$ cat src/rtl/raw2rgb_frame_ctrl.sv
// Run controller for the raw2rgb demosaic path and its vga_gen timing source:
// accepts a run configuration, flushes the datapath, runs N frames and stops at a frame end.
module raw2rgb_frame_ctrl #(
  parameter int IN_PCNT      = 4,
  parameter int MAX_HRES     = 3840,
  parameter int MAX_VRES     = 2160,
  parameter int X_ACT_WID    = $clog2(MAX_HRES) + 1,
  parameter int Y_ACT_WID    = $clog2(MAX_VRES) + 1,
  parameter int FRAME_W      = 16,
  parameter int FLUSH_CYCLES = 16,
  parameter int WDOG_CYCLES  = 20000000
) (
  input  logic                 i_pclk,
  input  logic                 i_rst,
  input  logic                 cfg_valid,
  output logic                 cfg_ready,
  input  logic [1:0]           cfg_pattern,
  input  logic [X_ACT_WID-1:0] cfg_hres,
  input  logic [Y_ACT_WID-1:0] cfg_vres,
  input  logic [FRAME_W-1:0]   cfg_nframes,
  input  logic                 i_stop,
  input  logic                 i_vsync,
  input  logic                 i_out_vsync,
  output logic                 o_dp_rstn,
  output logic                 o_run,
  output logic [1:0]           o_pattern,
  output logic [X_ACT_WID-1:0] o_hres,
  output logic [Y_ACT_WID-1:0] o_vres,
  output logic [FRAME_W-1:0]   o_frame_cnt,
  output logic                 o_busy,
  output logic                 o_done,
  output logic                 o_cfg_err,
  output logic                 o_wdog_err
);

  localparam logic [2:0] ST_IDLE  = 3'd0;
  localparam logic [2:0] ST_FLUSH = 3'd1;
  localparam logic [2:0] ST_ARM   = 3'd2;
  localparam logic [2:0] ST_RUN   = 3'd3;
  localparam logic [2:0] ST_DONE  = 3'd4;
  localparam logic [2:0] ST_ERR   = 3'd5;

  localparam int FL_W = (FLUSH_CYCLES > 1) ? $clog2(FLUSH_CYCLES) : 1;
  localparam int WD_W = (WDOG_CYCLES > 1) ? $clog2(WDOG_CYCLES) : 1;
  localparam logic [FL_W-1:0]      FLUSH_LAST = FL_W'(FLUSH_CYCLES - 1);
  localparam logic [WD_W-1:0]      WDOG_LAST  = WD_W'(WDOG_CYCLES - 1);
  localparam logic [X_ACT_WID-1:0] HRES_MAX   = X_ACT_WID'(MAX_HRES);
  localparam logic [Y_ACT_WID-1:0] VRES_MAX   = Y_ACT_WID'(MAX_VRES);
  localparam logic [X_ACT_WID-1:0] PCNT_X     = X_ACT_WID'(IN_PCNT);

  logic [2:0]           state_r;
  logic [2:0]           state_nx_s;
  logic                 vs_prev_r;
  logic                 ovs_prev_r;
  logic [FL_W-1:0]      flush_cnt_r;
  logic [WD_W-1:0]      wdog_cnt_r;
  logic [FRAME_W-1:0]   nframes_r;
  logic                 stop_pend_r;
  logic                 cfg_ready_r;
  logic                 dp_rstn_r;
  logic                 run_r;
  logic [1:0]           pattern_r;
  logic [X_ACT_WID-1:0] hres_r;
  logic [Y_ACT_WID-1:0] vres_r;
  logic [FRAME_W-1:0]   frame_cnt_r;
  logic                 busy_r;
  logic                 done_r;
  logic                 cfg_err_r;
  logic                 wdog_err_r;

  logic                 cfg_legal_s;
  logic                 accept_s;
  logic                 reject_s;
  logic                 vs_rise_s;
  logic                 ovs_fall_s;
  logic                 active_s;
  logic                 wdog_clr_s;
  logic                 wdog_hit_s;
  logic [FRAME_W-1:0]   cnt_inc_s;
  logic                 finish_s;

  // Configuration legality check
  always_comb begin
    if ((cfg_hres == {X_ACT_WID{1'b0}}) || (cfg_vres == {Y_ACT_WID{1'b0}}) ||
        (cfg_hres > HRES_MAX) || (cfg_vres > VRES_MAX) ||
        ((cfg_hres % PCNT_X) != {X_ACT_WID{1'b0}})) begin
      cfg_legal_s = 1'b0;
    end else begin
      cfg_legal_s = 1'b1;
    end
  end

  assign accept_s   = (state_r == ST_IDLE) & cfg_valid & cfg_legal_s;
  assign reject_s   = (state_r == ST_IDLE) & cfg_valid & ~cfg_legal_s;
  assign vs_rise_s  = i_vsync & ~vs_prev_r;
  assign ovs_fall_s = ~i_out_vsync & ovs_prev_r;
  assign active_s   = (state_r == ST_ARM) | (state_r == ST_RUN);
  assign wdog_clr_s = ((state_r == ST_ARM) & vs_rise_s) | ((state_r == ST_RUN) & ovs_fall_s);
  assign wdog_hit_s = (wdog_cnt_r == WDOG_LAST) & ~wdog_clr_s;
  assign cnt_inc_s  = (frame_cnt_r == {FRAME_W{1'b1}}) ? frame_cnt_r : frame_cnt_r + {{(FRAME_W-1){1'b0}}, 1'b1};
  // A stop arriving on the same cycle as the frame end still lets that frame count.
  assign finish_s   = ((nframes_r != {FRAME_W{1'b0}}) && (cnt_inc_s == nframes_r)) | stop_pend_r | i_stop;

  // Next-state selection
  always_comb begin
    state_nx_s = state_r;
    case (state_r)
      ST_IDLE: begin
        if (accept_s) state_nx_s = ST_FLUSH;
        else          state_nx_s = ST_IDLE;
      end
      ST_FLUSH: begin
        if (flush_cnt_r == FLUSH_LAST) state_nx_s = ST_ARM;
        else                           state_nx_s = ST_FLUSH;
      end
      ST_ARM: begin
        if (wdog_hit_s)     state_nx_s = ST_ERR;
        else if (vs_rise_s) state_nx_s = ST_RUN;
        else                state_nx_s = ST_ARM;
      end
      ST_RUN: begin
        if (ovs_fall_s && finish_s) state_nx_s = ST_DONE;
        else if (wdog_hit_s)        state_nx_s = ST_ERR;
        else                        state_nx_s = ST_RUN;
      end
      ST_DONE: state_nx_s = ST_IDLE;
      ST_ERR:  state_nx_s = ST_IDLE;
      default: state_nx_s = ST_IDLE;
    endcase
  end

  // State, edge detectors and state-decoded registered outputs
  always_ff @(posedge i_pclk or posedge i_rst) begin
    if (i_rst) begin
      state_r     <= ST_IDLE;
      vs_prev_r   <= 1'b0;
      ovs_prev_r  <= 1'b0;
      cfg_ready_r <= 1'b1;
      dp_rstn_r   <= 1'b0;
      run_r       <= 1'b0;
      busy_r      <= 1'b0;
      done_r      <= 1'b0;
      cfg_err_r   <= 1'b0;
    end else begin
      state_r     <= state_nx_s;
      vs_prev_r   <= i_vsync;
      ovs_prev_r  <= i_out_vsync;
      cfg_ready_r <= (state_nx_s == ST_IDLE);
      dp_rstn_r   <= (state_nx_s == ST_ARM) | (state_nx_s == ST_RUN);
      run_r       <= (state_nx_s == ST_ARM) | (state_nx_s == ST_RUN);
      busy_r      <= (state_nx_s != ST_IDLE);
      done_r      <= (state_nx_s == ST_DONE);
      cfg_err_r   <= reject_s;
    end
  end

  // Latched run configuration, counters, stop request and watchdog error
  always_ff @(posedge i_pclk or posedge i_rst) begin
    if (i_rst) begin
      pattern_r   <= 2'd0;
      hres_r      <= {X_ACT_WID{1'b0}};
      vres_r      <= {Y_ACT_WID{1'b0}};
      nframes_r   <= {FRAME_W{1'b0}};
      frame_cnt_r <= {FRAME_W{1'b0}};
      flush_cnt_r <= {FL_W{1'b0}};
      wdog_cnt_r  <= {WD_W{1'b0}};
      stop_pend_r <= 1'b0;
      wdog_err_r  <= 1'b0;
    end else begin
      if (accept_s) begin
        pattern_r   <= cfg_pattern;
        hres_r      <= cfg_hres;
        vres_r      <= cfg_vres;
        nframes_r   <= cfg_nframes;
        frame_cnt_r <= {FRAME_W{1'b0}};
      end else if ((state_r == ST_RUN) && ovs_fall_s) begin
        frame_cnt_r <= cnt_inc_s;
      end else begin
        frame_cnt_r <= frame_cnt_r;
      end

      if (state_r == ST_FLUSH) flush_cnt_r <= flush_cnt_r + {{(FL_W-1){1'b0}}, 1'b1};
      else                     flush_cnt_r <= {FL_W{1'b0}};

      if (active_s && !wdog_clr_s) wdog_cnt_r <= wdog_cnt_r + {{(WD_W-1){1'b0}}, 1'b1};
      else                         wdog_cnt_r <= {WD_W{1'b0}};

      if (!active_s)   stop_pend_r <= 1'b0;
      else if (i_stop) stop_pend_r <= 1'b1;
      else             stop_pend_r <= stop_pend_r;

      if (accept_s)                     wdog_err_r <= 1'b0;
      else if (state_nx_s == ST_ERR)    wdog_err_r <= 1'b1;
      else                              wdog_err_r <= wdog_err_r;
    end
  end

  assign cfg_ready   = cfg_ready_r;
  assign o_dp_rstn   = dp_rstn_r;
  assign o_run       = run_r;
  assign o_pattern   = pattern_r;
  assign o_hres      = hres_r;
  assign o_vres      = vres_r;
  assign o_frame_cnt = frame_cnt_r;
  assign o_busy      = busy_r;
  assign o_done      = done_r;
  assign o_cfg_err   = cfg_err_r;
  assign o_wdog_err  = wdog_err_r;

endmodule

$ cat config.mk
export PLATFORM = sky130hd
export DESIGN_NAME = raw2rgb_frame_ctrl
export DESIGN_NICKNAME = d
export VERILOG_FILES = /design/src/rtl/raw2rgb_frame_ctrl.sv
export SDC_FILE = /design/constraint.sdc
export NUM_CORES = 1
export LEC_CHECK = 0
export ABC_AREA = 1
export BUFFER_PORTS_ARGS = -buffer_cell sky130_fd_sc_hd__buf_2
export CAP_MARGIN = 5
export CORE_MARGIN = 2
export CORE_UTILIZATION = 40
export DETAILED_ROUTE_END_ITERATION = 6
export SLEW_MARGIN = 10
export SYNTH_ARGS = -nofsm -noshare
export SYNTH_HDL_FRONTEND = slang
export SYNTH_SLANG_ARGS = --single-unit
$ cat constraint.sdc
create_clock -name i_pclk -period 4.4 [get_ports i_pclk]
set_input_delay 0.88 -clock i_pclk [delete_from_list [all_inputs] [get_ports i_pclk]]
set_output_delay 0.88 -clock i_pclk [all_outputs]
set_load 0.02 [all_outputs]
==> flow_metrics.env <==
export IMPL_clkSinkCount=101
export IMPL_cts_buffer_depth=2
export IMPL_synthToLayoutAreaGrowth_pct=19.0
export IMPL_min_path_cells=1
export IMPL_yosys_area_top_type_share_pct=48.3
export IMPL_multi_input_comb_area_um2=2200
export IMPL_gp_congestion=0.907
export IMPL_crit_path_start_kind="input pin"
export IMPL_ir_drop_uv=264
export IMPL_hold_buffers=0
export IMPL_p_leak_nw=3.29
export IMPL_cp_max_fo=18
export IMPL_r2r_start="state_r[2]$_DFF_PP0_"
export IMPL_max_cap_viol_count=0
export IMPL_r2r_slack_ps=1500
export IMPL_synth_cell_types=39
export IMPL_fillers=1273
export IMPL_drc_errors=0
export IMPL_synth_edf_count=0
export IMPL_slew_headroom_pct=47.4
export IMPL_htree_levels=3
export IMPL_grt_pass1_wl_um=21500
export IMPL_drtIter0Drc=270
export IMPL_post_route_min_period_ps=2900
export IMPL_grt_pass1_vias=4412
export IMPL_skew_ps=10.2
export IMPL_num_vias=4636
export IMPL_syn_inst=669
export IMPL_synth_seq_cells=101
export IMPL_cts_tree="yes"
export IMPL_antenna_cells=0
export IMPL_grt_use_total_pct=19.0
export IMPL_start_util_pct=41.1
export IMPL_firstDrtPassIters=5
export IMPL_worstSkewPairLatency_ps=350
export IMPL_syn_area_per_cell_um2=7.75
export IMPL_synth_cell_area_um2=5190
export IMPL_finalHoldViolCount=0
export IMPL_rows=41
export IMPL_drive_above_1_share_pct=18.6
export IMPL_synth_nets=722
export IMPL_required_ps=4660
export IMPL_viasPerCell=4.91
export IMPL_grt_setup_unrepaired="false"
export IMPL_cts_root_buf="clkbuf_16"
export IMPL_synthArstFlopShare_pct=100
export IMPL_finalCritPeriodShare_pct=66.0
export IMPL_finalMaxSlewViolations=0
export IMPL_ys_seq_area_share_pct=48.8
export IMPL_critPathCaptureType="flip-flop"
export IMPL_nets=821
export IMPL_grt_overflow=0
export IMPL_path_clk_slew_ps=80
export IMPL_hp_start="flush_cnt_r[0]$_DFF_PP0_"
export IMPL_p_total_mw=2.85
export IMPL_r2r_cells=8
export IMPL_status="complete, no violations"
export IMPL_whs_endpoint="flush_cnt_r[0]$_DFF_PP0_"
export IMPL_hpwl_um=9710
export IMPL_synth_flop_cell="dfrtp_1"
export IMPL_power_density_nw_per_um2=461
export IMPL_antenna_found_initial=0
export IMPL_die_x_um=118
export IMPL_setup_viol=0
export IMPL_r2r_end="wdog_cnt_r[20]$_DFF_PP0_"
export IMPL_cts_repair_resized=0
export IMPL_timing_setup_tns_ps=0
export IMPL_wire_per_inst_um=13.6
export IMPL_seq_area_um2=2530
export IMPL_grt_max_degree=47
export IMPL_ant_nets=0
export IMPL_hp_class="reg -> reg"
export IMPL_wl_um=12800
export IMPL_cts_setup_buffers=0
export IMPL_chipHeight_um=118
export IMPL_worst_slew_pin_slew_ps=787
export IMPL_io_pins=101
export IMPL_coreArea_um2=12600
export IMPL_arrival_ps=3170
export IMPL_cts_buffers=9
export IMPL_criticalPathCategory="in -> reg"
export IMPL_fmax_mhz=344
export IMPL_netlist_top_cells_area="dfrtp_1 48%, nand2_1 14%, inv_1 7.1%"
export IMPL_port_buffers=100
export IMPL_yosysWarnings=0
export IMPL_die_area_um2=13900
export IMPL_synth_top_area_cell="dfrtp_1"
## state kept, by name (all words and copies together) (netlist names), 2 cells and up
signal and count:
wdog_cnt_r 25, nframes_r 16, o_frame_cnt 16, o_hres 13, o_vres 13, flush_cnt_r 4
state_r 3, o_pattern 2
## how the worst max path moves through the flow
| stage | start | end | slack, ps | depth (start not counted) |
|---|---|---|---|---|
| 2_1_floorplan | i_rst | flush_cnt_r[0]$_DFF_PP0_ | 870 | 1 |
| 3_3_place_gp | i_out_vsync | wdog_cnt_r[11]$_DFF_PP0_ | 1150 | 7 |
| 3_5_place_dp | cfg_hres[0] | nframes_r[2]$_DFFE_PP0P_ | 1090 | 10 |
| 4_1_cts | cfg_hres[0] | nframes_r[2]$_DFFE_PP0P_ | 1450 | 10 |
| 5_1_grt | cfg_hres[0] | nframes_r[6]$_DFFE_PP0P_ | 1250 | 10 |
| 6_report | cfg_hres[0] | nframes_r[2]$_DFFE_PP0P_ | 1500 | 10 |
## critical path, stage by stage
cell	delay [ps]
buf_2	100
or2_2	290
nor4_1	340
o22ai_1	110
a211oi_1	250
nand3_1	330
inv_1	430
buf_4	280
nand2_1	70
o21ai_0	80
## cells in the mapped netlist (all sizes together) (2+ instances only)
cell    number
nand3b       2
dfrtp      100
o21ai       29
a22oi       12
buf          7
o211ai       2
nor2        63
xnor2        4
nor3        25
ha           3
nor3b        9
nand4       19
a31oi        2
and3         2
nand2      202
a211oi       2
a21oi       15
nor4         7
inv         99
xor2         4
o21bai       2
nand3       45
clkbuf      10
## cells in the final DEF (no fill, tap or decap), types with 9 or more instances in the layout
master,Yosys,layout
nand2_1,197,197
dfrtp_1,100,100
buf_2,3,100
inv_1,98,97
nor2_1,59,59
nand3_1,42,42
o21ai_0,28,28
nor3_1,20,20
nand4_1,19,19
a21oi_1,13,13
a22oi_1,12,12
nor3b_1,9,9
clkbuf_16,0,9
## routing by layer
metal  part of all wire [%]  wire [µm]  track usage [%]  up-vias
met5                      0          0                0        -
met3                    6.6        852             4.02       11
li1                       -          -                -     2341
met2                     44       5700             29.3      137
met1                     48       6150             27.2     2147
met4                    1.1        135             4.74        0
## power breakdown
group / internal [mW] / switching [mW] / leakage (nW)
registers: 1.12 / 0.134 / 1.32
logic: 0.252 / 0.494 / 1.81
clock network: 0.458 / 0.386 / 0.156
## metrics by stage
| stage | hold WS (ps) | utilization (%) | cells | setup WS [ps] | area (µm²) |
|---|---|---|---|---|---|
| finish | 464 | 48.9 | 945 | 1500 | 6170 |
| global route | 491 | 48.9 | 945 | 1250 | 6170 |
| CTS | 466 | 48.9 | 945 | 1450 | 6170 |
| detailed placement | 453 | 46.4 | 929 | 1090 | 5860 |
| global placement | 438 | 46.4 | 929 | 1150 | 5860 |
| floorplan | 425 | - | 669 | 875 | 5190 |
## cell families after synthesis
family / share of synthesized area, %
AOI/OAI and AO/OA: 7.50
xor gates and xnor gates: 1.35
adders and majority gates: 0.724
buffers and inverters: 8.83
DFF: 48.8
and+or+nand+nor: 32.8
## cell type report
| class | count | share of cell area (%) |
|---|---|---|
| Clock inverter | 7 | 1.50 |
| Timing Repair Buffer | 105 | 8.72 |
| Clock buffer | 9 | 3.65 |
| Multi-Input combinational cell | 452 | 35.6 |
| Inverter | 99 | 6.06 |
| Sequential cell | 101 | 41.0 |
| Tap cell | 172 | 3.49 |
(Power assumes the default switching activity.)
